File: src/rtl/pcw_mem_pkg.sv
// rtl/pcw_mem_pkg.sv - shared types and constants for the video/CPU memory arbiter
package pcw_mem_pkg;

  typedef enum logic [1:0] {
    C_IDLE,
    C_WAIT,
    C_ACK
  } cpu_state_t;

  typedef enum logic [1:0] {
    TAG_NONE,
    TAG_VID,
    TAG_CPU
  } mem_tag_t;

  localparam logic [1:0] PH_VID = 2'd0;

endpackage

File: src/rtl/mem_tag_pipe.sv
// rtl/mem_tag_pipe.sv - DEPTH-deep shift register of return tags, one per memory cycle
module mem_tag_pipe
  import pcw_mem_pkg::*;
#(
  parameter int DEPTH = 2
) (
  input  logic     clk,
  input  logic     rst_n,
  input  mem_tag_t i_tag,
  output mem_tag_t o_tag
);

  mem_tag_t r_stage [DEPTH];

  always_ff @(posedge clk or negedge rst_n) begin
    if (!rst_n) begin
      for (int i = 0; i < DEPTH; i++) r_stage[i] <= TAG_NONE;
    end else begin
      r_stage[0] <= i_tag;
      for (int i = 1; i < DEPTH; i++) r_stage[i] <= r_stage[i-1];
    end
  end

  assign o_tag = r_stage[DEPTH-1];

endmodule

File: src/rtl/video_mem_arbiter.sv
// rtl/video_mem_arbiter.sv - shares one pipelined memory port between video slot reads and CPU accesses
module video_mem_arbiter
  import pcw_mem_pkg::*;
#(
  parameter int ADDR_W      = 17,
  parameter int MEM_LATENCY = 2
) (
  input  logic              clk_sys,
  input  logic              reset_n,
  input  logic              vid_stb,
  input  logic              vid_en,
  input  logic [ADDR_W-1:0] vid_addr,
  output logic [7:0]        vid_dout,
  input  logic              cpu_req,
  input  logic [ADDR_W-1:0] cpu_addr,
  input  logic              cpu_we,
  input  logic [7:0]        cpu_wdata,
  output logic              cpu_ack,
  output logic [7:0]        cpu_rdata,
  output logic [ADDR_W-1:0] mem_addr,
  output logic              mem_re,
  output logic              mem_we,
  output logic [7:0]        mem_wdata,
  input  logic [7:0]        mem_rdata
);

  logic [1:0]        r_phase;
  cpu_state_t        r_state;
  mem_tag_t          r_issue_tag;
  mem_tag_t          w_ret_tag;
  logic [ADDR_W-1:0] r_mem_addr;
  logic              r_mem_re;
  logic              r_mem_we;
  logic [7:0]        r_mem_wdata;
  logic [7:0]        r_vid_dout;
  logic [7:0]        r_cpu_rdata;
  logic              r_cpu_ack;
  logic [1:0]        w_phase;
  logic              w_vid_issue;
  logic              w_cpu_issue;

  // A strobe means "this is phase 0" regardless of where the counter drifted.
  assign w_phase     = vid_stb ? PH_VID : r_phase;
  assign w_vid_issue = (w_phase == PH_VID) && vid_en;
  assign w_cpu_issue = (r_state == C_IDLE) && cpu_req && !w_vid_issue;

  always_ff @(posedge clk_sys or negedge reset_n) begin
    if (!reset_n) begin
      r_phase <= 2'd0;
    end else begin
      r_phase <= vid_stb ? 2'd1 : r_phase + 2'd1;
    end
  end

  always_ff @(posedge clk_sys or negedge reset_n) begin
    if (!reset_n) begin
      r_mem_addr  <= '0;
      r_mem_re    <= 1'b0;
      r_mem_we    <= 1'b0;
      r_mem_wdata <= 8'd0;
      r_issue_tag <= TAG_NONE;
    end else begin
      r_mem_re    <= 1'b0;
      r_mem_we    <= 1'b0;
      r_issue_tag <= TAG_NONE;
      if (w_vid_issue) begin
        r_mem_addr  <= vid_addr;
        r_mem_re    <= 1'b1;
        r_issue_tag <= TAG_VID;
      end else if (w_cpu_issue) begin
        r_mem_addr <= cpu_addr;
        if (cpu_we) begin
          r_mem_we    <= 1'b1;
          r_mem_wdata <= cpu_wdata;
        end else begin
          r_mem_re    <= 1'b1;
          r_issue_tag <= TAG_CPU;
        end
      end
    end
  end

  // Tag enters alongside the command on the bus, so it emerges with its data.
  mem_tag_pipe #(
    .DEPTH (MEM_LATENCY)
  ) u_tag_pipe (
    .clk   (clk_sys),
    .rst_n (reset_n),
    .i_tag (r_issue_tag),
    .o_tag (w_ret_tag)
  );

  always_ff @(posedge clk_sys or negedge reset_n) begin
    if (!reset_n) begin
      r_vid_dout <= 8'd0;
    end else if (w_ret_tag == TAG_VID) begin
      r_vid_dout <= mem_rdata;
    end
  end

  // In C_ACK a write first arms the ack; a read arrives with it already high.
  always_ff @(posedge clk_sys or negedge reset_n) begin
    if (!reset_n) begin
      r_state     <= C_IDLE;
      r_cpu_ack   <= 1'b0;
      r_cpu_rdata <= 8'd0;
    end else begin
      case (r_state)
        C_IDLE: begin
          r_cpu_ack <= 1'b0;
          if (w_cpu_issue) r_state <= cpu_we ? C_ACK : C_WAIT;
        end
        C_WAIT: begin
          if (w_ret_tag == TAG_CPU) begin
            r_cpu_rdata <= mem_rdata;
            r_cpu_ack   <= 1'b1;
            r_state     <= C_ACK;
          end
        end
        C_ACK: begin
          if (r_cpu_ack) begin
            r_cpu_ack <= 1'b0;
            r_state   <= C_IDLE;
          end else begin
            r_cpu_ack <= 1'b1;
          end
        end
        default: begin
          r_cpu_ack <= 1'b0;
          r_state   <= C_IDLE;
        end
      endcase
    end
  end

  assign mem_addr  = r_mem_addr;
  assign mem_re    = r_mem_re;
  assign mem_we    = r_mem_we;
  assign mem_wdata = r_mem_wdata;
  assign vid_dout  = r_vid_dout;
  assign cpu_ack   = r_cpu_ack;
  assign cpu_rdata = r_cpu_rdata;

endmodule

File: config.mk
export PLATFORM = sky130hd
export DESIGN_NAME = video_mem_arbiter
export DESIGN_NICKNAME = d
export VERILOG_FILES = /design/src/rtl/pcw_mem_pkg.sv /design/src/rtl/mem_tag_pipe.sv /design/src/rtl/video_mem_arbiter.sv
export SDC_FILE = /design/constraint.sdc
export NUM_CORES = 1
export LEC_CHECK = 0
export CORE_ASPECT_RATIO = 1.4
export CORE_UTILIZATION = 32
export CTS_CLUSTER_SIZE = 16
export DETAILED_ROUTE_END_ITERATION = 8
export PLACE_DENSITY = 0.64
export RECOVER_POWER = 50
export SLEW_MARGIN = 15
export SYNTH_ARGS = -nofsm -noshare
export SYNTH_HDL_FRONTEND = slang
export SYNTH_HIERARCHICAL = 1
export SYNTH_SLANG_ARGS = --single-unit
File: constraint.sdc
create_clock -name clk_sys -period 2.8 [get_ports clk_sys]
set_clock_uncertainty 0.15 [all_clocks]
set_input_delay 0.56 -clock clk_sys [delete_from_list [all_inputs] [get_ports clk_sys]]
set_output_delay 0.56 -clock clk_sys [all_outputs]
set_load 0.02 [all_outputs]
==> results of run 1 <==
worst max-delay path, delay by kind of cell:
kind	cells	cell delay [ns]
buffers and inverters	3	1.06
AOI/OAI and AO/OA	2	0.55
and+or+nand+nor	1	0.15
where the power goes:
group | switching [W] | leakage [nW] | internal, W
registers | 0.000127 | 0.655 | 0.00103
clock network | 0.000240 | 0.0575 | 0.000250
logic | 0.000644 | 0.782 | 0.000726
metal layers:
| metal | GRT usage, % | wire length [µm] | vias up |
|---|---|---|---|
| met5 | 0 | 0 | - |
| met4 | 4.072 | 54 | 0 |
| met3 | 3.200 | 289 | 5 |
| met2 | 23.94 | 2407 | 63 |
| met1 | 15.20 | 1867 | 780 |
| li1 | - | - | 797 |
layout make-up:
class / instances / area (µm²) / share of cell area, %
well taps: 92 / 115.1 / 3.379
repair buffers: 104 / 1013 / 29.75
clock buffers: 8 / 110.1 / 3.232
flip-flops and latches: 54 / 1351 / 39.66
inverters: 4 / 15.01 / 0.4407
multi-input cells: 106 / 802.0 / 23.54
kinds of logic (layout without fill, tap and decap cells):
family	count (synthesis)	in the layout	share of synthesized area [%]
adder cells (fa/ha/maj)	3	3	1.687
flip-flops	54	54	60.71
AO/OA/AOI/OAI	25	25	6.408
AND/OR/NAND/NOR	35	35	7.251
multiplexers	42	42	20.29
XOR/XNOR	1	1	0.3936
buffers and inverters	14	116	3.260
worst paths after layout:
check,to,slack (ns),depth (start not counted)
max,r_state[1]$_DFFE_PN0P_,0.55,6
min,vid_dout[2]$_DFFE_PN0N_,0.20,1
max reg2reg,mem_wdata[3]$_DFFE_PN0P_,0.95,6
min reg2reg,u_tag_pipe/o_tag[1]$_DFF_PN0_,0.21,0
max in group asynchronous,mem_addr[3]$_DFFE_PN0P_,1.33,2
min in group clk_sys,u_tag_pipe/o_tag[1]$_DFF_PN0_,0.21,0
cell usage in the layout, fill, tap and decap left out:
cell type and n:
clkdlybuf4s50_1 97, dfrtp_1 54, mux2_2 25, nand2_1 21, o21ai_0 19, mux2i_1 17
clkbuf_8 8, inv_1 4, nor2_1 3, nor3_1 3, ha_1 3, nor2b_1 2
nand2b_1 2, o211ai_1 2, buf_4 2, clkbuf_1 2, o21ai_2 1, or2b_1 1
nor3b_2 1, xnor2_1 1, or3_1 1, o211a_1 1, a21oi_1 1, o32ai_1 1
nand3_1 1, buf_2 1, dlygate4sd3_1 1, clkbuf_2 1
registers in the layout (all words and copies together), names as in the netlist:
signal              cells
mem_addr               17
vid_dout                8
cpu_ack                 1
mem_wdata               8
cpu_rdata               8
r_state                 2
u_tag_pipe/r_stage      2
mem_re                  1
r_issue_tag             2
u_tag_pipe/o_tag        2
mem_we                  1
r_phase                 2
per-stage QoR:
stage | area (µm²) | cells
after floorplan | 2226 | 174
final | 3407 | 368
after global placement | 3307 | 360
after detailed placement | 3307 | 360
after CTS | 3417 | 368
after global routing | 3407 | 368
==> out/qor.yml, run 1 <==
die:
  coreArea_mm2: 0.006656
  io_pins: 100
  die_w_um: 72.49
  start_util_pct: 33.44
  rows: 35
  dieHeight_um: 100.7
  die_area_mm2: 0.007298
clocking:
  clk_pin_slew_ns: 0.09
  cts_setup_buffers: 0
  cts_buffers: 5
  root_buffer: "clkbuf_8"
  cts.sinks: 54
  clkLatencyLatePin_ns: 0.30
  cts_tree: "done"
  htreeDepth: 2
  cts_resized: 0
  clk_path_buf_depth: 2
  hold_buffers: 0
synth:
  synthCells: 174
  async_flop_share_pct: 100.0
  yosys-top-cells-count: "54 x dfrtp_1, 25 x mux2_2, 21 x nand2_1, 19 x o21ai_0, 17 x mux2i_1"
  avgSynthCellArea_um2: 12.79
  ys_ff_latch: 54
  synth_top_area_cell: "dfrtp_1"
  seq_area_frac_synth_pct: 60.71
  netlist-cell-type-count: 26
  synth_edf_count: 0
  syn_area_mm2: 0.002226
  yosysMostFrequentCell: "dfrtp_1"
  synth_top_area_share_pct: 60.71
  synth_fp_nets: 233
  synth_area_leaders: "dfrtp_1 61%, mux2_2 13%, mux2i_1 7.6%, o21ai_0 4.3%, nand2_1 3.5%"
  yosys_warnings: 6
  synth_top_flop_cell: "dfrtp_1"
outcome:
  status: "finished, final reports clean"
setup_path:
  arrival_ns: 2.32
  crit_path_start_kind: "input port"
  end_kind: "flop"
  cp_slowest_cell: "dlygate4sd3_1"
  cp_data_required_time_ns: 2.88
  crit_chain: "dlygate4sd3_1, o21ai_2, inv_1, clkbuf_2, o211a_1, nor3_1"
  r2r-start: "r_state[1]$_DFFE_PN0P_"
  slowest_delay_ns: 0.58
  setup.worst_path.start: "vid_stb"
  criticalPathCategory: "input port to flop"
  cp_max_fo: 39
drt:
  wl_um: 4619
  drtIter0Drc: 7
  vias: 1645
  vias_per_cell: 4.470
  first_pass_iters: 3
  drc: 0
  ant_nets: 0
  wl_per_cell_um: 12.55
sta:
  finalSetupViolCount: 0
  slew_viol_final: 0
  timing.hold.ws_ns: 0.1979
  tns_ns: 0
  min_period_ns: 2.246
  fmax_mhz: 445.3
  finalWorstSetupSlack_ns: 0.5544
  slew_headroom_pct: 45.49
  fin_crit_sh_pct: 80.20
  finalHoldViolations: 0
  worst_pin_slew_ns: 0.8176
  rsz0062_at_grt: "false"
power:
  p_total_w: 0.003022
  ir_drop_uv: 321.1
  p_leak_nw: 1.494
  power_density_mw_per_mm2: 886.9
grt:
  gr-total-overflow: 0
  grt_pass1_vias: 1666
  grtUsageTotal_pct: 13.25
  grt_pass1_wl_um: 7555
  antenna_found_initial: 0
  grt_max_degree: 40
placed_design:
  place.detailed.hpwl_um: 3411
  place_congestion: 0.8357
  numPortBuffers: 99
  pre_cts_ws_ns: 0.4559
run:
  drv_cap: 0
cells_and_area:
  area_delta_synth_final_pct: 53.06
  final_util_pct: 51.18
  drive_gt1_share_pct: 14.13
  num-nets-final: 334
  antenna_cells: 0
  nFillCells: 617
min_path:
  hold_path_class: "input port to asynchronous set/reset pin"
No activity file was read; power rests on OpenSTA's default activity.
==> run 2, diff against run 1 <==
PLACE_DENSITY = 0.67   (was 0.64)
clock period = 2 ns   (was 2.8 ns; I/O delays follow)
==> out/qor.yml, run 2 (same netlist as run 1, synthesis figures left out) <==
die:
  io_pins: 100  # unchanged
  rows: 35  # unchanged
  die_area_mm2: 0.007298  # unchanged
  dieHeight_um: 100.7  # unchanged
  start_util_pct: 33.44  # unchanged
  coreArea_mm2: 0.006656  # unchanged
  die_w_um: 72.49  # unchanged
clocking:
  cts_buffers: 5  # unchanged
  clk_pin_slew_ns: 0.09  # about the same
  root_buffer: "clkbuf_8"  # unchanged
  htreeDepth: 2  # unchanged
  cts.sinks: 54  # unchanged
  cts_tree: "done"  # unchanged
  clkLatencyLatePin_ns: 0.30  # about the same
  clk_path_buf_depth: 2  # unchanged
setup_path:
  crit_chain: "clkdlybuf4s50_1"  # was dlygate4sd3_1, o21ai_2, inv_1, clkbuf_2, o211a_1, nor3_1
  path_depth: 1  # was 6
  reg2regPathDepth: 6  # unchanged
  slowest_delay_ns: 0.63  # was 0.58 ns
  arrival_ns: 1.30  # was 2.32 ns
  crit_path_start_kind: "flop"  # was input port
  path_buf_inv: 1  # was 3
  cp_top_family: "buffers and inverters"  # unchanged
  cp_slowest_cell: "clkdlybuf4s50_1"  # was dlygate4sd3_1
  cp_max_fo: 3  # was 39
  cp_data_required_time_ns: 1.45  # was 2.88 ns
  end_kind: "output port"  # was flop
  criticalPathCategory: "flop to output port"  # was input port to flop
drt:
  vias: 1653  # was 1645
  ant_nets: 0  # unchanged
  vias_per_cell: 4.456  # was 4.470
  drtIter0Drc: 52  # was 7
  wl_um: 4627  # was 4619 µm
  drc: 0  # unchanged
  wl_per_cell_um: 12.47  # was 12.55 µm
  first_pass_iters: 2  # was 3
power:
  ir_drop_uv: 427.5  # was 321.1 µV
  intPower_w: 0.002714  # was 0.002011 W
  switching_share_pct: 34.31  # was 33.46%
  power.share.sequential_pct: 39.5  # was 38.5%
  clkPwrFrac_pct: 13.7  # was 16.2%
  power_density_mw_per_mm2: 1210  # was 886.9 mW/mm²
  p_leak_nw: 1.500  # was 1.494 nW
  switchingPower_w: 0.001418  # was 0.001011 W
  combPwrFrac_pct: 46.8  # was 45.3%
cells_and_area:
  nFillCells: 616  # was 617
  largest_reg_flops: 17  # unchanged
  fin_cells: 371  # was 368
  drive_gt1_share_pct: 15.05  # was 14.13%
  mostFrequentLayoutCells: "98 x clkdlybuf4s50_1, 54 x dfrtp_1, 25 x mux2_2"  # was 97 x clkdlybuf4s50_1, 54 x dfrtp_1, 25 x mux2_2
  area_delta_synth_final_pct: 53.46  # was 53.06%
  final_common_cell: "clkdlybuf4s50_1"  # unchanged
  final_util_pct: 51.32  # was 51.18%
  antenna_cells: 0  # unchanged
  num-nets-final: 338  # was 334
sta:
  slew_headroom_pct: 51.57  # was 45.49%
  min_period_ns: 1.850
  tns_ns: 0  # unchanged
  worst_pin_slew_ns: 0.7265  # was 0.8176 ns
  fin_crit_sh_pct: 92.50
  fmax_mhz: 540.5
  finalSetupViolCount: 0  # unchanged
  slew_viol_final: 0  # unchanged
  finalHoldViolations: 0  # unchanged
  rsz0062_at_grt: "false"  # unchanged
grt:
  top_usage_layer: "met2"  # unchanged
  grt_pass1_wl_um: 7955  # was 7555 µm
  gr-total-overflow: 0  # unchanged
  grt_use_met2_pct: 23.01  # was 23.94%
  grtUsageMet1_pct: 17.20  # was 15.20%
  grt_max_degree: 55  # was 40
  grtUsageMet3_pct: 3.800  # was 3.200%
  antenna_found_initial: 0  # unchanged
  grtUsageTotal_pct: 13.69  # was 13.25%
  grt_pass1_vias: 1710  # was 1666
min_path:
  hold_depth: 0
  hold_path_class: "flop to flop"  # was input port to asynchronous set/reset pin
placed_design:
  place.detailed.hpwl_um: 3388  # was 3411 µm
  dp_cells: 363  # was 360
  place_congestion: 0.7095  # was 0.8357
  numPortBuffers: 99  # unchanged
run:
  drv_cap: 0  # unchanged
outcome:
  status: "finished, final reports clean"  # unchanged
==> run 2: final cells by class <==
cell class	instances	area, µm²	area share, %
Inverter	4	15.01	0.4396
Clock buffer	7	76.32	2.234
Tap cell	92	115.1	3.370
Timing Repair Buffer	108	1056	30.92
Multi-Input combinational cell	106	802.0	23.48
Sequential cell	54	1351	39.56
==> run 2: power by group through the flow <==
stage               Sequential [W]  Combinational, W  Clock (W)
floorplan                  0.00204          0.000637          0
global placement           0.00166           0.00192          0
detailed placement         0.00166           0.00196          0
CTS                        0.00164           0.00196   0.000592
global route               0.00168           0.00208   0.000651
finish                     0.00163           0.00193   0.000567
==> run 2: per-layer routing <==
layer	share of wire [%]	routed length (µm)
met3	6.4	295
met1	42	1947
met4	1.1	53
met2	50	2331
met5	0	0
==> run 2: repair_timing <==
item                      4_1_cts  5_1_grt
hold endpoints to repair       54        0
buffers inserted                0        0
hold buffers                    1        0
resized for setup               0        0
==> run 2: worst paths after layout <==
path	startpoint	end	slack, ns
min in group asynchronous	reset_n	vid_dout[0]$_DFFE_PN0N_	0.66
max	cpu_ack$_DFFE_PN0N_	cpu_ack	0.15
max in group asynchronous	reset_n	mem_addr[14]$_DFFE_PN0P_	0.57
max reg2reg	r_state[1]$_DFFE_PN0P_	mem_wdata[5]$_DFFE_PN0P_	0.19
min reg2reg	r_issue_tag[1]$_DFF_PN0_	u_tag_pipe/r_stage[3]$_DFF_PN0_	0.21
min	r_issue_tag[1]$_DFF_PN0_	u_tag_pipe/r_stage[3]$_DFF_PN0_	0.21
==> run 2: stage by stage <==
stage / instance area [µm²] / total power (W) / worst slack (ns) / hold slack (ns)
finish: 3416 / 0.004132 / 0.1500 / 0.2085
CTS: 3428 / 0.004197 / 0.1320 / 0.2091
global route: 3416 / 0.004417 / 0.08714 / 0.2176
detailed placement: 3342 / 0.003617 / -0.1352 / 0.1847
global placement: 3342 / 0.003573 / -0.1075 / 0.1826
floorplan: 2226 / 0.002680 / 0.3437 / -0.04559
==> run 3, diff against run 2 <==
CORE_UTILIZATION = 37   (was 32)
PLACE_DENSITY = 0.75   (was 0.67)
==> out/qor.yml, run 3 (same netlist as run 1, synthesis figures left out) <==
outcome:
  status: "finished, final reports clean"  # unchanged
cells_and_area:
  final_common_cell: "clkdlybuf4s50_1"  # unchanged
  final_util_pct: 58.22  # was 51.32%
  num-nets-final: 337  # was 338
  fin_area_mm2: 0.003390  # was 0.003416 mm²
  fin_cells: 348  # was 371
  largest_reg_flops: 17  # unchanged
  drive_gt1_share_pct: 14.39  # was 15.05%
  antenna_cells: 0  # unchanged
  mostFrequentLayoutCells: "98 x clkdlybuf4s50_1, 54 x dfrtp_1, 25 x mux2_2"  # unchanged
  nFillCells: 483  # was 616
  area_delta_synth_final_pct: 52.28  # was 53.46%
sta:
  rsz0062_at_grt: "false"  # unchanged
  fmax_mhz: 541.9  # was 540.5 MHz
  finalSetupViolCount: 0  # unchanged
  slew_headroom_pct: 55.37  # was 51.57%
  worst_pin_slew_ns: 0.6695  # was 0.7265 ns
  slew_viol_final: 0  # unchanged
  min_period_ns: 1.846  # was 1.850 ns
  finalHoldViolations: 0  # unchanged
  finalWorstSetupSlack_ns: 0.1545  # was 0.1500 ns
  fin_crit_sh_pct: 92.28  # was 92.50%
grt:
  antenna_found_initial: 0  # unchanged
  gr-total-overflow: 0  # unchanged
  grt_pass1_vias: 1733  # was 1710
  grtUsageTotal_pct: 15.33  # was 13.69%
  grt_max_degree: 40  # was 55
  grt_pass1_wl_um: 7389  # was 7955 µm
power:
  power_density_mw_per_mm2: 1212  # was 1210 mW/mm²
  ir_drop_uv: 457.6  # was 427.5 µV
  p_leak_nw: 1.496  # was 1.500 nW
drt:
  first_pass_iters: 4  # was 2
  vias: 1658  # was 1653
  wl_per_cell_um: 12.96  # was 12.47 µm
  wl_um: 4511  # was 4627 µm
  vias_per_cell: 4.764  # was 4.456
  wl_met3_um: 328  # was 295 µm
  highest_layer: "met4"  # unchanged
  ant_nets: 0  # unchanged
  drc: 0  # unchanged
  dr_wl_met2_um: 2364  # was 2331 µm
  m1WireLength_um: 1748  # was 1947 µm
  drtIter0Drc: 30  # was 52
clocking:
  clk_path_buf_depth: 2  # unchanged
  cts_buffers: 5  # unchanged
  clk_pin_slew_ns: 0.09  # about the same
  htreeDepth: 2  # unchanged
  root_buffer: "clkbuf_8"  # unchanged
  cts.sinks: 54  # unchanged
  cts_tree: "done"  # unchanged
  cts_resized: 0  # unchanged
  clkLatencyLatePin_ns: 0.29  # was 0.30 ns
placed_design:
  pre_cts_ws_ns: -0.1580  # was -0.1352 ns
  place_congestion: 0.8530  # was 0.7095
  place.detailed.hpwl_um: 3398  # was 3388 µm
  placed_cell_area_mm2: 0.003307  # was 0.003342 mm²
  dp_cells: 340  # was 363
  numPortBuffers: 99  # unchanged
die:
  dieHeight_um: 93.78  # was 100.7 µm
  start_util_pct: 38.23  # was 33.44%
  die_area_mm2: 0.006335  # was 0.007298 mm²
  coreArea_mm2: 0.005822  # was 0.006656 mm²
  io_pins: 100  # unchanged
  die_w_um: 67.55  # was 72.49 µm
  rows: 33  # was 35
min_path:
  hold_path_class: "flop to flop"  # unchanged
run:
  drv_cap: 0  # unchanged
setup_path:
  criticalPathCategory: "flop to flop"  # was flop to output port
  cp_max_fo: 9  # was 3
  cp_data_required_time_ns: 2.03  # was 1.45 ns
  end_kind: "flop"  # was output port
  arrival_ns: 1.87  # was 1.30 ns
  crit_path_start_kind: "flop"  # unchanged
[run 3: cell count changes in the layout (fill, tap and decap cells not counted)]
cell      change
clkbuf_1      +1
buf_2         -1
clkbuf_2      +1
clkbuf_4      -2
buf_12        +1
buf_4         -1
[run 3: critical path, stage by stage, from the launching register on]
cell and delay, ns:
dfrtp_1 0.42, inv_1 0.12, ha_1 0.23, nand2_1 0.10
nor3b_2 0.16, buf_4 0.20, mux2_2 0.35
[run 3: final timing paths]
path / startpoint / endpoint / slack [ns] / depth (start not counted)
setup / recovery: r_state[1]$_DFFE_PN0P_ / mem_wdata[0]$_DFFE_PN0P_ / 0.15 / 6
hold / removal: r_issue_tag[0]$_DFF_PN0_ / u_tag_pipe/r_stage[2]$_DFF_PN0_ / 0.20 / 0
setup reg to reg: r_state[1]$_DFFE_PN0P_ / mem_wdata[0]$_DFFE_PN0P_ / 0.15 / 6
hold reg to reg: r_issue_tag[0]$_DFF_PN0_ / u_tag_pipe/r_stage[2]$_DFF_PN0_ / 0.20 / 0
max in group asynchronous: reset_n / mem_addr[5]$_DFFE_PN0P_ / 0.33 / 3
min in group asynchronous: reset_n / cpu_rdata[7]$_DFFE_PN0P_ / 0.49 / 2
[run 3: what timing repair did]
item                                    in CTS  in global routing
setup buffers                                0                  0
endpoints found under the setup margin       0                  0
hold buffers                                 1                  0
endpoints found under the hold margin       10                  0
[run 3: through the flow]
step / total power, W / setup TNS (ns) / hold WS (ns)
final: 0.004109 / 0 / 0.2020
after global routing: 0.004382 / 0 / 0.2212
after CTS: 0.004172 / 0 / 0.2048
after detailed placement: 0.003607 / -1.239 / 0.1457
after global placement: 0.003558 / -0.9133 / 0.1412
after floorplan: 0.002680 / 0 / -0.04559
[run 3: layer usage]
layer	track usage [%]	vias up
li1	-	796
met1	17.33	786
met5	0	-
met3	4.490	8
met2	26.57	68
met4	5.319	0
[run 3: final cells by class]
| class | count | area [µm²] | area share (%) |
|---|---|---|---|
| clock buffers | 7 | 76.32 | 2.252 |
| inverters | 4 | 15.01 | 0.4430 |
| multi-input cells | 106 | 802.0 | 23.66 |
| flip-flops and latches | 54 | 1351 | 39.87 |
| well taps | 70 | 87.58 | 2.584 |
| repair buffers | 107 | 1057 | 31.19 |
[run 3: power by group]
part           internal [W]  total (W)  switching, W
sequential          0.00145    0.00164      0.000194
clock              0.000242   0.000546      0.000304
combinational       0.00102    0.00192      0.000896
total               0.00272    0.00411       0.00139
